===== config.mk =====
export PLATFORM = sky130hd
export DESIGN_NAME = spi_port_master
export DESIGN_NICKNAME = d
export VERILOG_FILES = /design/src/rtl/spi_port_master.sv
export SDC_FILE = /design/constraint.sdc
export NUM_CORES = 1
export LEC_CHECK = 0
export ABC_AREA = 1
export BUFFER_PORTS_ARGS = -buffer_cell sky130_fd_sc_hd__buf_2
export CAP_MARGIN = 15
export CELL_PAD_IN_SITES_DETAIL_PLACEMENT = 1
export CELL_PAD_IN_SITES_GLOBAL_PLACEMENT = 2
export CORE_MARGIN = 4
export CORE_UTILIZATION = 33
export CTS_CLUSTER_SIZE = 8
export DETAILED_ROUTE_END_ITERATION = 6
export PLACE_DENSITY_LB_ADDON = 0.3
export REMOVE_ABC_BUFFERS = 1
export SLEW_MARGIN = 0
export SYNTH_ARGS = -nofsm -noshare
export SYNTH_HDL_FRONTEND = slang
export SYNTH_SLANG_ARGS = --single-unit

===== constraint.sdc =====
create_clock -name cpu_clk_i -period 2.2 [get_ports cpu_clk_i]
set_clock_uncertainty 0.2 [all_clocks]
set_input_delay 0 -clock cpu_clk_i [delete_from_list [all_inputs] [get_ports cpu_clk_i]]
set_output_delay 0 -clock cpu_clk_i [all_outputs]
set_load 0.02 [all_outputs]

===== src/rtl/spi_port_master.sv =====
// SPI master for the board window: register strobes in, one whole word shifted
// out/in autonomously with run-time mode, divider, bit order and chip selects.
module spi_port_master #(
  parameter int CS_COUNT  = 4,
  parameter int XFER_BITS = 8,
  parameter int DIV_WIDTH = 8
) (
  input  logic                cpu_clk_i,
  input  logic                reset_i,
  input  logic [1:0]          reg_sel_i,
  input  logic                reg_wr_i,
  input  logic                reg_rd_i,
  input  logic [15:0]         wdata_i,
  output logic [15:0]         rdata_o,
  output logic                ack_o,
  output logic                busy_o,
  output logic                irq_o,
  output logic [CS_COUNT-1:0] spi_cs_o,
  output logic                spi_sck_o,
  output logic                spi_mosi_o,
  input  logic                spi_miso_i
);

  localparam int EW = $clog2(2 * XFER_BITS + 1);

  localparam logic [1:0] SEL_DATA = 2'd0;
  localparam logic [1:0] SEL_CTRL = 2'd1;
  localparam logic [1:0] SEL_DIV  = 2'd2;

  typedef enum logic [1:0] {IDLE, SHIFT, FINISH} state_e;

  state_e                 state_q, state_d;
  logic [DIV_WIDTH-1:0]   cnt_q, cnt_d;
  logic [EW-1:0]          edge_q, edge_d;
  logic [XFER_BITS-1:0]   tx_sr_q, tx_sr_d;
  logic [XFER_BITS-1:0]   rx_sr_q, rx_sr_d;
  logic [XFER_BITS-1:0]   rx_q, rx_d;
  logic                   sck_q, sck_d;
  logic                   mosi_q, mosi_d;
  logic [CS_COUNT-1:0]    cs_mask_q, cs_mask_d;
  logic                   cpol_q, cpol_d;
  logic                   cpha_q, cpha_d;
  logic                   lsb_q, lsb_d;
  logic                   irq_en_q, irq_en_d;
  logic                   auto_cs_q, auto_cs_d;
  logic [DIV_WIDTH-1:0]   div_q, div_d;
  logic                   done_q, done_d;
  logic                   overrun_q, overrun_d;
  logic                   ack_q, ack_d;
  logic [15:0]            rdata_q, rdata_d;

  logic                   busy;
  logic                   wr_data;
  logic                   lead_edge;
  logic                   last_edge;
  logic [15:0]            rd_word;
  logic                   unused_wdata;

  // The bit that leaves the shift register next, given the bit order.
  function automatic logic out_bit(input logic [XFER_BITS-1:0] v, input logic lsb);
    return lsb ? v[0] : v[XFER_BITS-1];
  endfunction

  // Advance the shift register by one bit towards the output end.
  function automatic logic [XFER_BITS-1:0] advance(input logic [XFER_BITS-1:0] v, input logic lsb);
    return lsb ? (v >> 1) : (v << 1);
  endfunction

  assign busy      = (state_q != IDLE);
  assign wr_data   = reg_wr_i && (reg_sel_i == SEL_DATA);
  // The edge about to happen is odd (leading) when the count so far is even.
  assign lead_edge = ~edge_q[0];
  assign last_edge = (edge_q == EW'(2 * XFER_BITS - 1));

  // Upper write-data bits beyond the widest field are intentionally ignored.
  assign unused_wdata = ^wdata_i;

  // Next-state, register-file and shifting logic.
  always_comb begin
    // NOTE: every _d gets its current value first so no path can infer a latch.
    state_d   = state_q;
    cnt_d     = cnt_q;
    edge_d    = edge_q;
    tx_sr_d   = tx_sr_q;
    rx_sr_d   = rx_sr_q;
    rx_d      = rx_q;
    sck_d     = sck_q;
    mosi_d    = mosi_q;
    cs_mask_d = cs_mask_q;
    cpol_d    = cpol_q;
    cpha_d    = cpha_q;
    lsb_d     = lsb_q;
    irq_en_d  = irq_en_q;
    auto_cs_d = auto_cs_q;
    div_d     = div_q;
    done_d    = done_q;
    overrun_d = overrun_q;
    ack_d     = reg_wr_i | reg_rd_i;
    rd_word   = '0;

    // Configuration only changes between transfers.
    if (reg_wr_i && !busy) begin
      if (reg_sel_i == SEL_CTRL) begin
        cs_mask_d = wdata_i[CS_COUNT-1:0];
        cpol_d    = wdata_i[8];
        cpha_d    = wdata_i[9];
        lsb_d     = wdata_i[10];
        irq_en_d  = wdata_i[11];
        auto_cs_d = wdata_i[12];
      end else if (reg_sel_i == SEL_DIV) begin
        div_d = wdata_i[DIV_WIDTH-1:0];
      end
    end

    unique case (reg_sel_i)
      SEL_DATA: rd_word[XFER_BITS-1:0] = rx_q;
      SEL_CTRL: begin
        rd_word[CS_COUNT-1:0] = cs_mask_q;
        rd_word[8]            = cpol_q;
        rd_word[9]            = cpha_q;
        rd_word[10]           = lsb_q;
        rd_word[11]           = irq_en_q;
        rd_word[12]           = auto_cs_q;
      end
      SEL_DIV:  rd_word[DIV_WIDTH-1:0] = div_q;
      default:  rd_word[2:0] = {overrun_q, done_q, busy};
    endcase
    rdata_d = reg_rd_i ? rd_word : '0;

    // Read-to-clear first so that a same-cycle set takes priority below.
    if (reg_rd_i && reg_sel_i == SEL_DATA) done_d = 1'b0;
    if (reg_rd_i && reg_sel_i == 2'd3)     overrun_d = 1'b0;
    if (wr_data && busy)                   overrun_d = 1'b1;

    unique case (state_q)
      IDLE: begin
        if (wr_data) begin
          state_d = SHIFT;
          cnt_d   = '0;
          edge_d  = '0;
          sck_d   = cpol_q;
          rx_sr_d = '0;
          if (cpha_q) begin
            tx_sr_d = wdata_i[XFER_BITS-1:0];
          end else begin
            // First bit is on the wire from the load cycle onward.
            mosi_d  = out_bit(wdata_i[XFER_BITS-1:0], lsb_q);
            tx_sr_d = advance(wdata_i[XFER_BITS-1:0], lsb_q);
          end
        end
      end
      SHIFT: begin
        if (cnt_q == div_q) begin
          cnt_d  = '0;
          edge_d = edge_q + 1'b1;
          sck_d  = ~sck_q;
          if (lead_edge != cpha_q) begin
            rx_sr_d = lsb_q ? {spi_miso_i, rx_sr_q[XFER_BITS-1:1]}
                            : {rx_sr_q[XFER_BITS-2:0], spi_miso_i};
          end else if (cpha_q || !last_edge) begin
            // With CPHA=0 the final trailing edge has no further bit to drive.
            mosi_d  = out_bit(tx_sr_q, lsb_q);
            tx_sr_d = advance(tx_sr_q, lsb_q);
          end
          if (last_edge) state_d = FINISH;
        end else begin
          cnt_d = cnt_q + 1'b1;
        end
      end
      FINISH: begin
        rx_d    = rx_sr_q;
        done_d  = 1'b1;
        state_d = IDLE;
      end
      default: state_d = IDLE;
    endcase
  end

  // State register with synchronous reset.
  always_ff @(posedge cpu_clk_i) begin
    // NOTE: reset is sampled on the clock edge here; there is no async path.
    if (reset_i) begin
      state_q   <= IDLE;
      cnt_q     <= '0;
      edge_q    <= '0;
      tx_sr_q   <= '0;
      rx_sr_q   <= '0;
      rx_q      <= '0;
      sck_q     <= 1'b0;
      mosi_q    <= 1'b0;
      cs_mask_q <= '0;
      cpol_q    <= 1'b0;
      cpha_q    <= 1'b0;
      lsb_q     <= 1'b0;
      irq_en_q  <= 1'b0;
      auto_cs_q <= 1'b0;
      div_q     <= '0;
      done_q    <= 1'b0;
      overrun_q <= 1'b0;
      ack_q     <= 1'b0;
      rdata_q   <= '0;
    end else begin
      // NOTE: non-blocking so every register samples the pre-edge values.
      state_q   <= state_d;
      cnt_q     <= cnt_d;
      edge_q    <= edge_d;
      tx_sr_q   <= tx_sr_d;
      rx_sr_q   <= rx_sr_d;
      rx_q      <= rx_d;
      sck_q     <= sck_d;
      mosi_q    <= mosi_d;
      cs_mask_q <= cs_mask_d;
      cpol_q    <= cpol_d;
      cpha_q    <= cpha_d;
      lsb_q     <= lsb_d;
      irq_en_q  <= irq_en_d;
      auto_cs_q <= auto_cs_d;
      div_q     <= div_d;
      done_q    <= done_d;
      overrun_q <= overrun_d;
      ack_q     <= ack_d;
      rdata_q   <= rdata_d;
    end
  end

  assign rdata_o    = rdata_q;
  assign ack_o      = ack_q;
  assign busy_o     = busy;
  assign irq_o      = done_q & irq_en_q;
  assign spi_sck_o  = (state_q == SHIFT) ? sck_q : cpol_q;
  assign spi_mosi_o = mosi_q;
  assign spi_cs_o   = (auto_cs_q && !busy) ? '1 : ~cs_mask_q;

endmodule


-- Yosys cells after proc, flatten, opt, wreduce, memory -nomap -nowiden
Index checks and enable logic that the tools add are counted.
- bitwise operators: 7
- muxes and demuxes: 42
- reduce and logical (&&, ||, !) cells: 25
- $add $sub $neg: 2
- equality and inequality tests: 15
- operator list (kind ; number):
    two-way mux 8 bit ; 12
    case mux 8 bit (2 select lines) ; 3
    two-way mux 1 bit ; 14
    inequality test 2 bit, second input constant ; 7
    two-way mux 5 bit ; 2
    case mux 5 bit (2 select lines) ; 1
    case mux 3 bit (3 select lines) ; 1
    AND reduction 3 bit ; 3
    adder 8 x 1 -> 8 bit, second input constant ; 1
    equality test 8 bit ; 1
    case mux 4 bit (2 select lines) ; 1
    nonzero test 2 bit ; 4
    equality test 2 bit, second input constant ; 3
    logical AND 1 bit ; 6
    two-way mux 2 bit ; 3
    AND reduction 6 bit ; 1
    adder 5 x 1 -> 5 bit, second input constant ; 1
    equality test 5 x 4 -> 1 bit, second input constant ; 1
    AND reduction 5 bit ; 1
    equality test 2 x 1 -> 1 bit, second input constant ; 2
    logical NOT 2 bit ; 2
    two-way mux 4 bit ; 1
    inverter 1 bit ; 4
    inverter 4 bit ; 1
    other kinds (12) ; 15
- input bits: 23
- output and inout bits: 25
- logic and storage cells: 112
- bits in registers: 77

-- Longest topological paths before layout
- word-level depth: 7
- mapped depth: 11
- mapped depth without buffers: 11

-- Worst setup path after synthesis
Ideal clock, no wire load.
- kind: reg-to-reg
- start: register edge_q[0]
- end: register tx_sr_q[6]
- buffers on the path: 0
- required time: 1.938 ns
- data arrival time: 1.384 ns
- slack: 0.554 ns
- cell stages (with the launch flop): 12
- library setup time: 0.062 ns
- period minus slack after synthesis: 1.646 ns
- path through: dfxtp_1 ha_1 nand2_1 nor2_1 ha_1 nand3_1 nand2_1 inv_2 nand3_4 nand2_1 inv_2 nor2_2
- longest elaborated chain between the ends: 5
- elaborated cells between the ends (all ways): 8
- classes of those cells: 4 x eq/ne; 1 x bitwise; 3 x reduce/logical
- ends and longest elaborated chain (what ; line ; text):
    start, declared ; 34 ; logic [EW-1:0] edge_q, edge_d;
    start signal, assigned ; 206 ; edge_q <= edge_d;
    equality test 5 x 4 -> 1 bit ; 73 ; assign last_edge = (edge_q == EW'(2 * XFER_BITS - 1));
    logical NOT 1 bit ; 160 ; end else if (cpha_q || !last_edge) begin
    logical OR 1 bit ; 160 ;
    inequality test 2 bit (no source line) ; n/a ;
    AND reduction 5 bit (no source line) * ; n/a ;
    end signal, assigned ; 207 ; tx_sr_q <= tx_sr_d;
    end, declared ; 35 ; logic [XFER_BITS-1:0] tx_sr_q, tx_sr_d;
Mark *: on every way between the ends. The rest lies on a longest branch, timed or not.
A chain may end at the register's enable or synchronous reset.

-- Final worst setup path
- start: register edge_q[0]
- end: register tx_sr_q[2]
Same word-level chain as after synthesis.

==> results.toml <==
[run_status]
outcome = "completed"

[timing]
period_needed_ns = 1.95
fin_crit_sh_pct = 88.7
setup_ws_ns = 0.248
setup_viol = 0
timing.fmax_ghz = 0.512
relSlewSlack_pct = 61.3
worstMarginPinSlew_ns = 0.580
slew_viol_final = 0
rsz0062_at_grt = "false"
hold_viol = 0
tns_ns = 0

[power_and_ir_drop]
netSwitchingPower_mw = 1.20
vdd_ir_drop_max_mv = 0.311
power_density_nw_per_um2 = 778
sw_frac_of_total_pct = 32.8
seqPwrFrac_pct = 40.8
p_leak_nw = 2.03
pwr-share-clk_pct = 36.2
combPwrFrac_pct = 23.0
intPower_mw = 2.46

[final_layout]
area_growth_syn_to_layout_pct = 18.7
final_nets = 626
multi_input_area_um2 = 1990
ff_latch_area_um2 = 1480
fill_cells = 1507
drive_gt1_share_pct = 20.7
stdcell_area_um2 = 4710
n_antenna_cell = 0

[job]
max-cap-violations = 0

[detailed_routing]
highest_layer = "met4"
antenna_left = 0
wl_met2_um = 5740
met3_length_um = 331
wl_um = 11600
route.layer.met1.wl_um = 5330
vias_per_cell = 4.88
drt_iter0_markers = 163
post_drt_wl_per_cell_um = 15.5
vias = 3644
drt_pass1_iterations = 4
route.detailed.drc = 0

[synth]
synth-async-reset-ratio_pct = 0
synthFlopType = "dfxtp_1"
synth.avg_cell_area_um2 = 7.37
synth-seq-area-share_pct = 37.3
ys_ff_latch = 74
synth_cell_types = 41
yosys_warnings = 0
synthCells = 538
synth-edff-count = 0
synth_area_um2 = 3970

[placed_design]
gp_congestion = 0.824
port_buffers = 41
dpl.hpwl_um = 8510
post-place-ws_ns = 0.258
placed_area_um2 = 4230

[floorplan]
die_x_um = 118
core_um2 = 11600
die-area_um2 = 13800
fp.dieH_um = 118
rows = 39
ioPinCount = 48
start_util_pct = 34.2

[clock_tree]
clk_latency_ns = 0.34
clock_path_buffers = 2
cts_tree = "built"
cts-root-buf = "clkbuf_16"
path_clk_slew_ns = 0.06
cts_buffers = 9
cts.sinks = 74
post_cts_resized = 0
htree_levels = 3

[grt]
grt_pass1_vias = 3802
antenna_found_initial = 0
grt_max_degree = 26
grt_util_all_layers_pct = 17.4
grt_pass1_wl_um = 19400
grt-ovfl-total = 0

[worst_setup_path]
crit_path_end_kind = "flip-flop"
path_class = "flip-flop to flip-flop"
cp_data_required_time_ns = 2.24
cp-start-kind = "flip-flop"
worst_ep_arrival_time_ns = 1.99
crit_fanout = 9

[min_path]
hp-class = "flip-flop to flip-flop"
## power by group through the flow
stage	clock network (mW)	logic [mW]	registers [mW]
6_report	1.32	0.844	1.49
5_1_grt	1.44	0.948	1.51
4_1_cts	1.37	0.853	1.49
3_5_place_dp	0	0.816	1.52
3_3_place_gp	0	0.799	1.52
2_1_floorplan	0	0.575	1.52
## final timing paths
check	endpoint	startpoint	slack (ns)	depth (start not counted)
worst max-delay path	tx_sr_q[2]$_SDFFE_PP0P_	edge_q[0]$_SDFFE_PP0P_	0.25	11
worst min-delay path	rdata_o[12]$_SDFF_PP0_	auto_cs_q$_SDFFE_PP0P_	0.27	2
worst max register to register	tx_sr_q[2]$_SDFFE_PP0P_	edge_q[0]$_SDFFE_PP0P_	0.25	11
worst min register to register	rdata_o[12]$_SDFF_PP0_	auto_cs_q$_SDFFE_PP0P_	0.27	2
## repair_timing
item,4_1_cts,5_1_grt
hold buffers,22,0
setup buffers,0,0
endpoints found under the hold margin,37,0
## synthesized netlist by cell type, types with 6 or more instances
library cell	instances	area [um^2]
buf_6	6	67.6
a22oi_1	8	60.1
o211ai_1	6	45.0
nand2_1	114	428
nand3_1	11	55.1
o21ai_0	32	160
dfxtp_1	74	1480
nand2_4	7	78.8
nand4_1	18	113
nor2_2	12	75.1
inv_1	71	267
buf_4	7	52.6
a21oi_1	45	225
nor2_1	48	180
o21ai_2	8	70.1
o21ai_1	9	45.0
inv_2	8	30.0
## state kept, by name, summed over array words and instances, names as in the netlist, 2 cells and up
register / cells
cnt_q: 8
cs_mask_q: 4
div_q: 8
edge_q: 5
rdata_o: 13
rx_q: 8
rx_sr_q: 8
state_q: 2
tx_sr_q: 8
## cell usage in the layout (no fill, tap or decap), drive strengths merged
cell	netlist	routed
clkinvlp	0	3
o21a	1	1
nor3	7	7
clkbuf	5	10
dfxtp	74	74
nor4	1	1
conb	1	3
xnor2	4	4
o2111ai	1	1
nand3	17	17
clkinv	0	2
xor2	3	3
nand4	18	18
nand2	127	127
ha	3	3
a22oi	8	8
nor2	64	64
dlygate4sd3	0	22
a21oi	48	48
o22ai	1	1
inv	80	80
o211ai	6	6
nor3b	2	2
buf	18	50
o21ai	49	49
## metrics by stage
| stage | total power [mW] | hold slack (ns) | utilization, % | instances |
|---|---|---|---|---|
| floorplan | 2.09 | -0.138 | - | 517 |
| global placement | 2.32 | 0.0656 | 36.4 | 710 |
| detailed placement | 2.34 | 0.0579 | 36.4 | 710 |
| CTS | 3.72 | 0.267 | 40.6 | 747 |
| global route | 3.90 | 0.291 | 40.6 | 747 |
| finish | 3.66 | 0.267 | 40.6 | 747 |
## critical path, cell delays in order (launching register included)
cell and delay [ns]:
dfxtp_1 0.40, ha_1 0.20, nand2_1 0.08, nor2_1 0.10
ha_1 0.22, nand3_1 0.09, nand2_1 0.12, inv_2 0.12
nand3_4 0.14, nand2_1 0.07, inv_1 0.07, nor2_2 0.04
## cell type report
cell class | count | share of cell area [%]
multi-input cells | 363 | 42.2
well taps | 143 | 3.80
inverters | 80 | 6.54
flip-flops and latches | 74 | 31.5
repair buffers | 72 | 10.5
clock inverters | 5 | 0.691
clock buffers | 10 | 4.86
## kinds of logic (layout without fill, tap and decap cells)
group           count (synthesis)  in the layout  synth area share, %
simple gates                  236            236                 30.7
compound gates                114            114                 16.7
buf+inv                       103            167                 12.8
flops                          74             74                 37.3
xor+xnor                        7              7                 1.55
fa+ha+maj                       3              3                0.946
other cells                     1              3               0.0945
## metal layers
metal	vias up	track usage, %
met5	-	0
met2	55	30.4
met4	0	6.81
met1	1722	21.4
li1	1853	-
met3	14	2.98
(Power assumes the default switching activity.)
